`config.mk`:
```
export PLATFORM = sky130hd
export DESIGN_NAME = training_sample_feeder
export DESIGN_NICKNAME = d
export VERILOG_FILES = /design/src/rtl/training_sample_feeder.sv
export SDC_FILE = /design/constraint.sdc
export NUM_CORES = 1
export LEC_CHECK = 0
export CAP_MARGIN = 25
export CORE_AREA = 2 2 293 150
export DETAILED_ROUTE_END_ITERATION = 10
export DIE_AREA = 0 0 295 152
export PLACE_DENSITY = 0.79
export SLEW_MARGIN = 5
export SYNTH_ARGS = -nofsm -noshare
export SYNTH_HDL_FRONTEND = slang
export SYNTH_SLANG_ARGS = --single-unit
```
`constraint.sdc`:
```
create_clock -name clk -period 3.85 [get_ports clk]
set_clock_uncertainty 0.1 [all_clocks]
set_input_delay 1.155 -clock clk [delete_from_list [all_inputs] [get_ports clk]]
set_output_delay 1.155 -clock clk [all_outputs]
set_load 0.02 [all_outputs]
```
`src/rtl/training_sample_feeder.sv`:
```
// Training sample source for the perceptron controller: host-loaded sample memory,
// start/nBus handshake, and per-request sample delivery that wraps every epoch.
module training_sample_feeder #(
    parameter int DATA_W     = 16,
    parameter int DEPTH      = 16,
    parameter int ADDR_W     = 4,
    parameter int MAX_EPOCHS = 255
) (
    input  logic                     clk,
    input  logic                     rst,
    input  logic                     wrEn,
    input  logic [ADDR_W-1:0]        wrAddr,
    input  logic signed [DATA_W-1:0] wrX1,
    input  logic signed [DATA_W-1:0] wrX2,
    input  logic                     wrT,
    input  logic [ADDR_W:0]          numSamples,
    input  logic                     go,
    input  logic                     readyToGetData,
    input  logic                     doneSignal,
    output logic                     start,
    output logic [32:0]              nBus,
    output logic signed [DATA_W-1:0] x1,
    output logic signed [DATA_W-1:0] x2,
    output logic                     t,
    output logic                     busy,
    output logic [7:0]               epochCount,
    output logic                     epochLimit,
    output logic                     trainDone,
    output logic                     cfgErr
);

    localparam int MEM_W = 2 * DATA_W + 1;
    localparam logic [ADDR_W:0] DEPTH_V  = (ADDR_W + 1)'(DEPTH);
    localparam logic [ADDR_W:0] ONE_V    = (ADDR_W + 1)'(1);
    localparam logic [8:0]      MAX_EP_V = 9'(MAX_EPOCHS);

    typedef enum logic [1:0] {
        ST_IDLE   = 2'd0,
        ST_START  = 2'd1,
        ST_SERVE  = 2'd2,
        ST_FINISH = 2'd3
    } state_t;

    state_t              state_r;
    logic [ADDR_W:0]     nsamp_r;
    logic [ADDR_W-1:0]   ptr_r;
    logic [MEM_W-1:0]    mem_r [DEPTH];

    logic                cfg_ok_s;
    logic                accept_s;
    logic                serve_s;
    logic                wrap_s;
    logic [7:0]          epoch_inc_s;

    // Saturating epoch increment: the counter parks at its maximum.
    function automatic logic [7:0] sat_inc8(input logic [7:0] value);
        if (value == 8'hFF) begin
            return 8'hFF;
        end else begin
            return value + 8'd1;
        end
    endfunction

    // Decode of go acceptance, sample requests and end-of-epoch wrap.
    always_comb begin
        cfg_ok_s    = 1'b0;
        accept_s    = 1'b0;
        serve_s     = 1'b0;
        wrap_s      = 1'b0;
        epoch_inc_s = sat_inc8(epochCount);
        if ((numSamples != {(ADDR_W + 1){1'b0}}) && (numSamples <= DEPTH_V)) begin
            cfg_ok_s = 1'b1;
        end else begin
            cfg_ok_s = 1'b0;
        end
        if ((state_r == ST_IDLE) && go && cfg_ok_s) begin
            accept_s = 1'b1;
        end else begin
            accept_s = 1'b0;
        end
        if ((state_r == ST_SERVE) && readyToGetData) begin
            serve_s = 1'b1;
            wrap_s  = ({1'b0, ptr_r} == (nsamp_r - ONE_V));
        end else begin
            serve_s = 1'b0;
            wrap_s  = 1'b0;
        end
    end

    // Control FSM with registered handshake outputs.
    always_ff @(posedge clk or posedge rst) begin
        if (rst) begin
            state_r   <= ST_IDLE;
            nsamp_r   <= {(ADDR_W + 1){1'b0}};
            start     <= 1'b0;
            busy      <= 1'b0;
            trainDone <= 1'b0;
            cfgErr    <= 1'b0;
            nBus      <= 33'd0;
        end else begin
            case (state_r)
                ST_IDLE: begin
                    if (accept_s) begin
                        nsamp_r <= numSamples;
                        nBus    <= 33'(numSamples);
                        start   <= 1'b1;
                        busy    <= 1'b1;
                        state_r <= ST_START;
                    end else if (go) begin
                        cfgErr  <= 1'b1;
                    end
                end
                ST_START: begin
                    start   <= 1'b0;
                    state_r <= ST_SERVE;
                end
                ST_SERVE: begin
                    if (doneSignal) begin
                        trainDone <= 1'b1;
                        state_r   <= ST_FINISH;
                    end
                end
                ST_FINISH: begin
                    trainDone <= 1'b0;
                    busy      <= 1'b0;
                    state_r   <= ST_IDLE;
                end
                default: begin
                    start     <= 1'b0;
                    busy      <= 1'b0;
                    trainDone <= 1'b0;
                    state_r   <= ST_IDLE;
                end
            endcase
        end
    end

    // Sample pointer, delivered sample registers and epoch bookkeeping.
    always_ff @(posedge clk or posedge rst) begin
        if (rst) begin
            ptr_r      <= {ADDR_W{1'b0}};
            x1         <= {DATA_W{1'b0}};
            x2         <= {DATA_W{1'b0}};
            t          <= 1'b0;
            epochCount <= 8'd0;
            epochLimit <= 1'b0;
        end else if (accept_s) begin
            ptr_r      <= {ADDR_W{1'b0}};
            epochCount <= 8'd0;
            epochLimit <= 1'b0;
        end else if (serve_s) begin
            {x1, x2, t} <= mem_r[ptr_r];
            if (wrap_s) begin
                ptr_r      <= {ADDR_W{1'b0}};
                epochCount <= epoch_inc_s;
                if ({1'b0, epoch_inc_s} >= MAX_EP_V) begin
                    epochLimit <= 1'b1;
                end
            end else begin
                ptr_r <= ptr_r + {{(ADDR_W - 1){1'b0}}, 1'b1};
            end
        end
    end

    // Host sample memory; writes are only honoured while idle and it is never cleared.
    always_ff @(posedge clk) begin
        if (wrEn && (state_r == ST_IDLE)) begin
            mem_r[wrAddr] <= {wrX1, wrX2, wrT};
        end
    end

endmodule

```
Yosys cells after proc, flatten, opt, wreduce, memory -nomap -nowiden. Memories as Yosys holds them, arrays and structs flattened. A register that Yosys moved wholly into a read port is not among the register bits. Index checks and enable logic that the tools add are counted.

Memory bits (writable): 528. Input port bits: 48. Logic and storage cells: 70. Register bits after elaboration: 24. Memories: 1.

Memories: mem_r (words 16, bits a word 33, read ports 1, clocked after Yosys merged registers in 1, write ports 1, line 47) `logic [MEM_W-1:0] mem_r [DEPTH];`.

Add/subtract/negate cells: 3. Eq/ne operators: 7. Multiplexer cells: 25. $lt $le $gt $ge: 2. Bitwise gates (word level): 1. Reductions and logical operators: 22.

Operators with widths (number): $mux 8 (4); $reduce_and 2->1 (7); $mux 1 (12); $mux 4 (3); $reduce_bool 2->1 (6); $add 8x1->8 const B (1); $eq 8x8->1 const B (1); $ge 8x8->1 const B (1); $pmux 2 s4 (1); $pmux 1 s2 (3); $reduce_and 3->1 (2); $eq 4x5->1 (1); $le 5x5->1 const B (1); $logic_and 1x1->1 (5); $reduce_bool 5->1 (1); $sub 5x1->5 const B (1); $add 4x1->4 const B (1); $eq 2x2->1 const B (2); $mux 2 (2); $ne 2x2->1 const B (2); $eq 2x1->1 const B (1); $logic_not 2->1 (1); $not 1->1 (1).

Logic depth before layout (Yosys ltp).
Word-level depth: 7. Depth in mapped cells: 8.

Worst setup path before layout. No wires, ideal clock.

Path kind: in2reg. Start point: in wrAddr[2]. End point: mem mem_r[0][0] in the netlist's numbering, enable pin. Path slack: -0.575 ns. Setup time: 0.465 ns. Stages: 2. Arrival: 3.861 ns. Cell sequence: or3_1 nor3_1.

RTL lines: start: declaration (line 12) `input logic [ADDR_W-1:0] wrAddr,`; end: declaration (line 47).

No word-level cell before the write port.

Final worst setup path.
Start point: reg epochCount[7]. End point: out epochCount[7].

RTL lines: start: declaration (line 26) `output logic [7:0] epochCount,`; start signal: assignment (line 155) `epochCount <= epoch_inc_s;`.

No word-level cell between the ends.

==> metrics.txt <==
status=finished, final reports clean; CTS tree=yes; Residual DRC=0; Hold Path End=x2[3]; reg-to-reg critical path endpoint=x2[12]; number of synthesized flops with an enable pin=528; vias=11100; Flop pwr share=47.9%; Worst Path Max Fanout=7; flops & latches, synth=585; postcts setup bufs=0; post-route ant nets=0; Cell Count, Final, Fillers Out=1833; NetSw=0.00438 W; Leak Pwr=8.31 nW; Mapped Area=22600 µm²; Final Hold Viols=0; Slew HR=45.3%; die footprint=44800 µm²; post-synthesis xor/xnor area fraction=0.310%; HP Start=x2[3]; Max Cap Viol=0; Net Sw Frac=27.3%; HPWL Detailed=26900 µm; DP Cell Count=1753; synth-to-layout area growth=15.0%; Crit. path cell count=1; number of cells on the worst reg-to-reg path=5; Worst Tran Pin Value=0.820 ns; H-Tree Depth=2; Compound-Gate Fraction of Synth Area=3.17%; total clock sinks=585; CP required=2.59 ns; Hold Path Class=flip-flop to flip-flop; Seq/Total Area, Yosys=76.4%; Final nets=1269; initial antenna violation count=1; Final Critical Period=2.94 ns; Hold Buf Count CTS=0; crit-path cells=clkdlybuf4s50_1; drt first pass iters=5; vias in the first global route=11200; Clk pin slew, worst setup/hold paths=0.07 ns; largest net degree at the start of global routing=50; first-pass GRT wire length=72600 µm; share of flip-flops with an asynchronous set or reset=9.74%; Via-to-Cell Ratio=6.04; slowest CP cell=clkdlybuf4s50_1; reg2reg setup slack=1.03 ns; Iteration-0 DRC Markers=1588; Peak supply drop=0.351 mV; Total GRT Usage=22.0%; ratio of final minimum period to clock period=76.5%; critical path's top delay family=buffers and inverters; FMAX=340 MHz; root buf cell=clkbuf_16; Synth Area per Inst=21.0 µm²; worst skew pair latency=0.58 ns; Setup TNS Final=0 ns; Synth Area in Simple Gates=2.55%; multiplexer share of the synthesized area=14.9%; r2r startpoint=ptr_r[0]; critical path class=flip-flop to primary output; Buffers on Ports=98; CP Buf/Inv Count=1; adder-cell share of the synthesized area=0.442%; number of placement rows=54; combinational fraction of design power=24.1%; crit path DAT=1.69 ns; IO Count=127; Final setup viols=0; Cell variety after synth=57; Max Slew Vio Count=0; die height=152 µm; layout cell share with drive strength beyond 1=24.0%; Post-Syn Instances=1076; largest family of logic cells by synthesized area=multiplexers; Crit. End Element=primary output; CTS max path bufs=3; hold path depth=1; routability congestion estimate from global placement=0.748; Initial Util=53.1%; Clk network pwr share=28.0%; CORE AREA=42600 µm²; startpoint types=flip-flop; max incr delay on CP=0.65 ns; Die Wd=295 µm; unrepaired setup endpoints after global routing=no; Top FF cell, synth=edfxtp_1; YS warnings=0; wire length per cell=26.2 µm; CTS buffer count=46; DRT Wirelength=48000 µm; fillers=2880; CTS resizes=0; pwr dens=616 nW/µm²; P_int=0.0116 W; grt total ovfl=0
[placed cells by master, fill, tap and decap left out, drive strengths merged, types with 2 or more instances in the layout]
| master | n |
|---|---|
| edfxtp | 528 |
| mux4 | 132 |
| clkdlybuf4s50 | 98 |
| a22oi | 66 |
| clkbuf | 64 |
| dfrtp | 57 |
| nand2 | 56 |
| buf | 45 |
| mux2 | 34 |
| conb | 28 |
| nor2 | 23 |
| clkinv | 12 |
| a21oi | 9 |
| nand3 | 9 |
| inv | 9 |
| ha | 8 |
| nor3 | 8 |
| xnor2 | 7 |
| o21ai | 6 |
| or3 | 4 |
| a211oi | 4 |
| nor2b | 3 |
| and2 | 2 |
| nor4 | 2 |
| and3 | 2 |
| nand4 | 2 |
| nand2b | 2 |
| a31oi | 2 |
| and4 | 2 |
[cell usage after synthesis, drive strengths merged (9+ instances only)]
library cell,instances,area [µm²]
buf,56,380
dfrtp,57,1430
nor2,23,93.8
mux2,34,383
mux4,132,2970
a21oi,9,45.0
nand2,56,213
edfxtp,528,15900
nand3,9,50.1
clkbuf,25,95.1
a22oi,66,495
[cells by family after synthesis]
group	after synthesis
fa+ha+maj	8
mux	167
simple gates	121
flops	585
other cells	1
buf+inv	89
xor+xnor	8
compound gates	97
[state kept, by name (all words and copies together), names as in the netlist, 2 cells and up]
signal / cells
mem_r: 528
x2: 16
ptr_r: 4
state_r: 2
nBus: 5
x1: 16
epochCount: 8
[through the flow]
stage | util, % | total power (W) | cell area [µm²] | setup slack [ns] | hold WS (ns)
floorplan | - | 0.0104 | 22700 | 0.323 | 0.434
global placement | 57.8 | 0.0116 | 24700 | 0.449 | 0.395
detailed placement | 57.8 | 0.0117 | 24700 | 0.344 | 0.395
CTS | 61.0 | 0.0161 | 26000 | 0.884 | 0.410
global route | 61.0 | 0.0167 | 26000 | 0.804 | 0.420
finish | 61.0 | 0.0160 | 26000 | 0.906 | 0.409
[power by group through the flow]
| stage | Clock (W) | Combinational (W) | Sequential [W] |
|---|---|---|---|
| 5_1_grt | 0.00479 | 0.00414 | 0.00773 |
| 3_3_place_gp | 0 | 0.00381 | 0.00781 |
| 6_report | 0.00448 | 0.00387 | 0.00768 |
| 2_1_floorplan | 0 | 0.00253 | 0.00784 |
| 4_1_cts | 0.00455 | 0.00392 | 0.00769 |
| 3_5_place_dp | 0 | 0.00389 | 0.00782 |
[final cells by class]
type	count	area (µm²)	share of cell area (%)
clock buffers	64	1260	4.84
multi-input cells	429	5090	19.6
inverters	8	30.0	0.115
repair buffers	143	1520	5.84
flip-flops and latches	585	17300	66.5
diodes	1	2.50	0.00962
clock inverters	15	92.6	0.356
well taps	588	736	2.83
[layer usage]
metal | vias up | global-route usage (%) | share of wire (%)
met4 | 0 | 4.25 | 1.3
li1 | 4661 | - | -
met1 | 5801 | 34.1 | 42
met2 | 557 | 33.5 | 47
met3 | 60 | 3.96 | 9.5
met5 | - | 0 | 0
[worst max path at each step]
stage / slack (ns) / from / end
5_1_grt: 0.80 / numSamples[0] / x1[9]
6_report: 0.91 / epochCount[7] / epochCount[7]
3_3_place_gp: 0.45 / numSamples[0] / x2[10]
2_1_floorplan: 0.32 / wrAddr[2] / mem_r[1][0]
3_5_place_dp: 0.34 / numSamples[0] / x2[10]
4_1_cts: 0.88 / x2[13] / x2[13]
Power figures use the tool's default switching activity.
==> RTL change (same settings) <==
Re-encode `state_t` (4 states) as Gray code, 2 bits wide.
--- a/src/rtl/training_sample_feeder.sv
+++ b/src/rtl/training_sample_feeder.sv
@@ -36,8 +36,8 @@
 
     typedef enum logic [1:0] {
-        ST_IDLE   = 2'd0,
-        ST_START  = 2'd1,
-        ST_SERVE  = 2'd2,
-        ST_FINISH = 2'd3
+        ST_IDLE   = 2'b00,
+        ST_START  = 2'b01,
+        ST_SERVE  = 2'b11,
+        ST_FINISH = 2'b10
     } state_t;
 
Formal check against the unedited RTL: same outputs for any inputs over 4 cycles, from zero or initial values and one cycle with rst high; so few cycles prove little.
==> RTL change against the unedited design <==
Sequential cell count unchanged; hold slack worse by 0.015 ns; clock power up 15%; maximum frequency down 3.7%; global-route usage down 0.63 points; total power up 1.3%; sequential power down 1%; synthesized area about the same; worst setup slack worse by 0.11 ns; count of clock-buffer cells in the layout down 2; final area up 1.0%; register-to-register slack better by 0.07 ns; routed wire length down 2.6%.
==> RTL change: results (changes against the unedited design) <==
Status
  – Status: finished, final reports clean

Finish
  – Inverters excl. clock: 7 (-1)
  – Fill cell count: 2,893 (+0.45%)
  – Fraction of area in multi-input gates: 0.195 (-0.000985)
  – #MultiIn Comb: 456 (+6.3%)
  – Post-route insts no fill: 1,857 (+1.3%)
  – ANT cells: 0 (-1)
  – Clock network share of area: 0.0633 (+0.0113)
  – Fraction of area in registers: 0.658 (-0.00644)
  – Share of cells above drive strength 1: 0.216 (-0.0244)
  – Clock buffers: 62 (-3.1%)

Setup path
  – Slowest stage delay, CP: 0.68 ns (+0.03 ns)
  – Worst-case reg-to-reg path depth: 6 (+1)
  – CP arrival: 1.80 ns (+0.11 ns)
  – Crit path max fanout: 10 (+3)

Route
  – Post-Route WL: 46,700 µm (-2.6%)
  – Drt via density: 5.91 (-2.2%)
  – Post-Route M1 WL: 20,600 µm (+1.4%)

Power
  – NetSw: 4.32 mW (-1.3%)
  – Clk. pwr: 5.16 mW (+15%)
  – PwrDens: 617 nW/µm² (+0.25%)
  – Sequential share of power: 0.466 (-0.013)

Place
  – Post-placement cell area: 24,600 µm² (-0.19%)
  – Inst Count DP: 1,766 (+0.74%)
  – Gp weighted congestion: 0.738 (-1.4%)

Global route
  – Met1 usage: 0.334 (-0.00666)
  – Met2 Use GR: 0.324 (-0.0111)
  – Initial antenna violation count: 0 (-1)
  – Met3 usage: 0.0417 (+0.00205)
  – GRT Total Usage: 0.214 (-0.00625)

Yosys
  – Post-synth top cells: 528 x edfxtp_1, 132 x mux4_2, 68 x mux2i_1, 57 x dfrtp_1, 53 x nor2_1
  – Yosys top cell area share: 0.701 (about the same)

Timing
  – Minimum clock period: 3.06 ns (+0.112 ns)

Clocking
  – CTS Buf Count: 49 (+6.5%)
-- RTL change: cell count changes after synthesis, sizes merged, moves of 3 or more --
cell	unedited run	this run
a211oi	4	1
a22oi	66	0
o21ai	6	43
a21oi	9	42
nand3	9	6
and3	2	5
nor2	23	53
mux2	34	1
mux2i	1	68
nand2	56	29
buf	56	51
ha	8	3
clkbuf	25	33
-- RTL change: worst min path at each step --
stage	slack [ns]	from	end
after detailed placement	0.37	cfgErr	cfgErr
after global routing	0.41	cfgErr	cfgErr
after floorplan	0.42	state_r[0]	state_r[1]
final	0.39	cfgErr	cfgErr
after CTS	0.39	cfgErr	cfgErr
after global placement	0.36	cfgErr	cfgErr
-- RTL change: cell families (layout without fill, tap and decap cells) --
group,Yosys count,in the layout,synth area share
other,1,28,0.000166
XOR/XNOR,8,8,0.00310
flip-flops,585,585,0.764
adder cells (fa/ha/maj),3,3,0.00166
multiplexers,201,201,0.162
buffers and inverters,91,228,0.0212
AO/OA/AOI/OAI,97,97,0.0248
AND/OR/NAND/NOR,119,119,0.0235
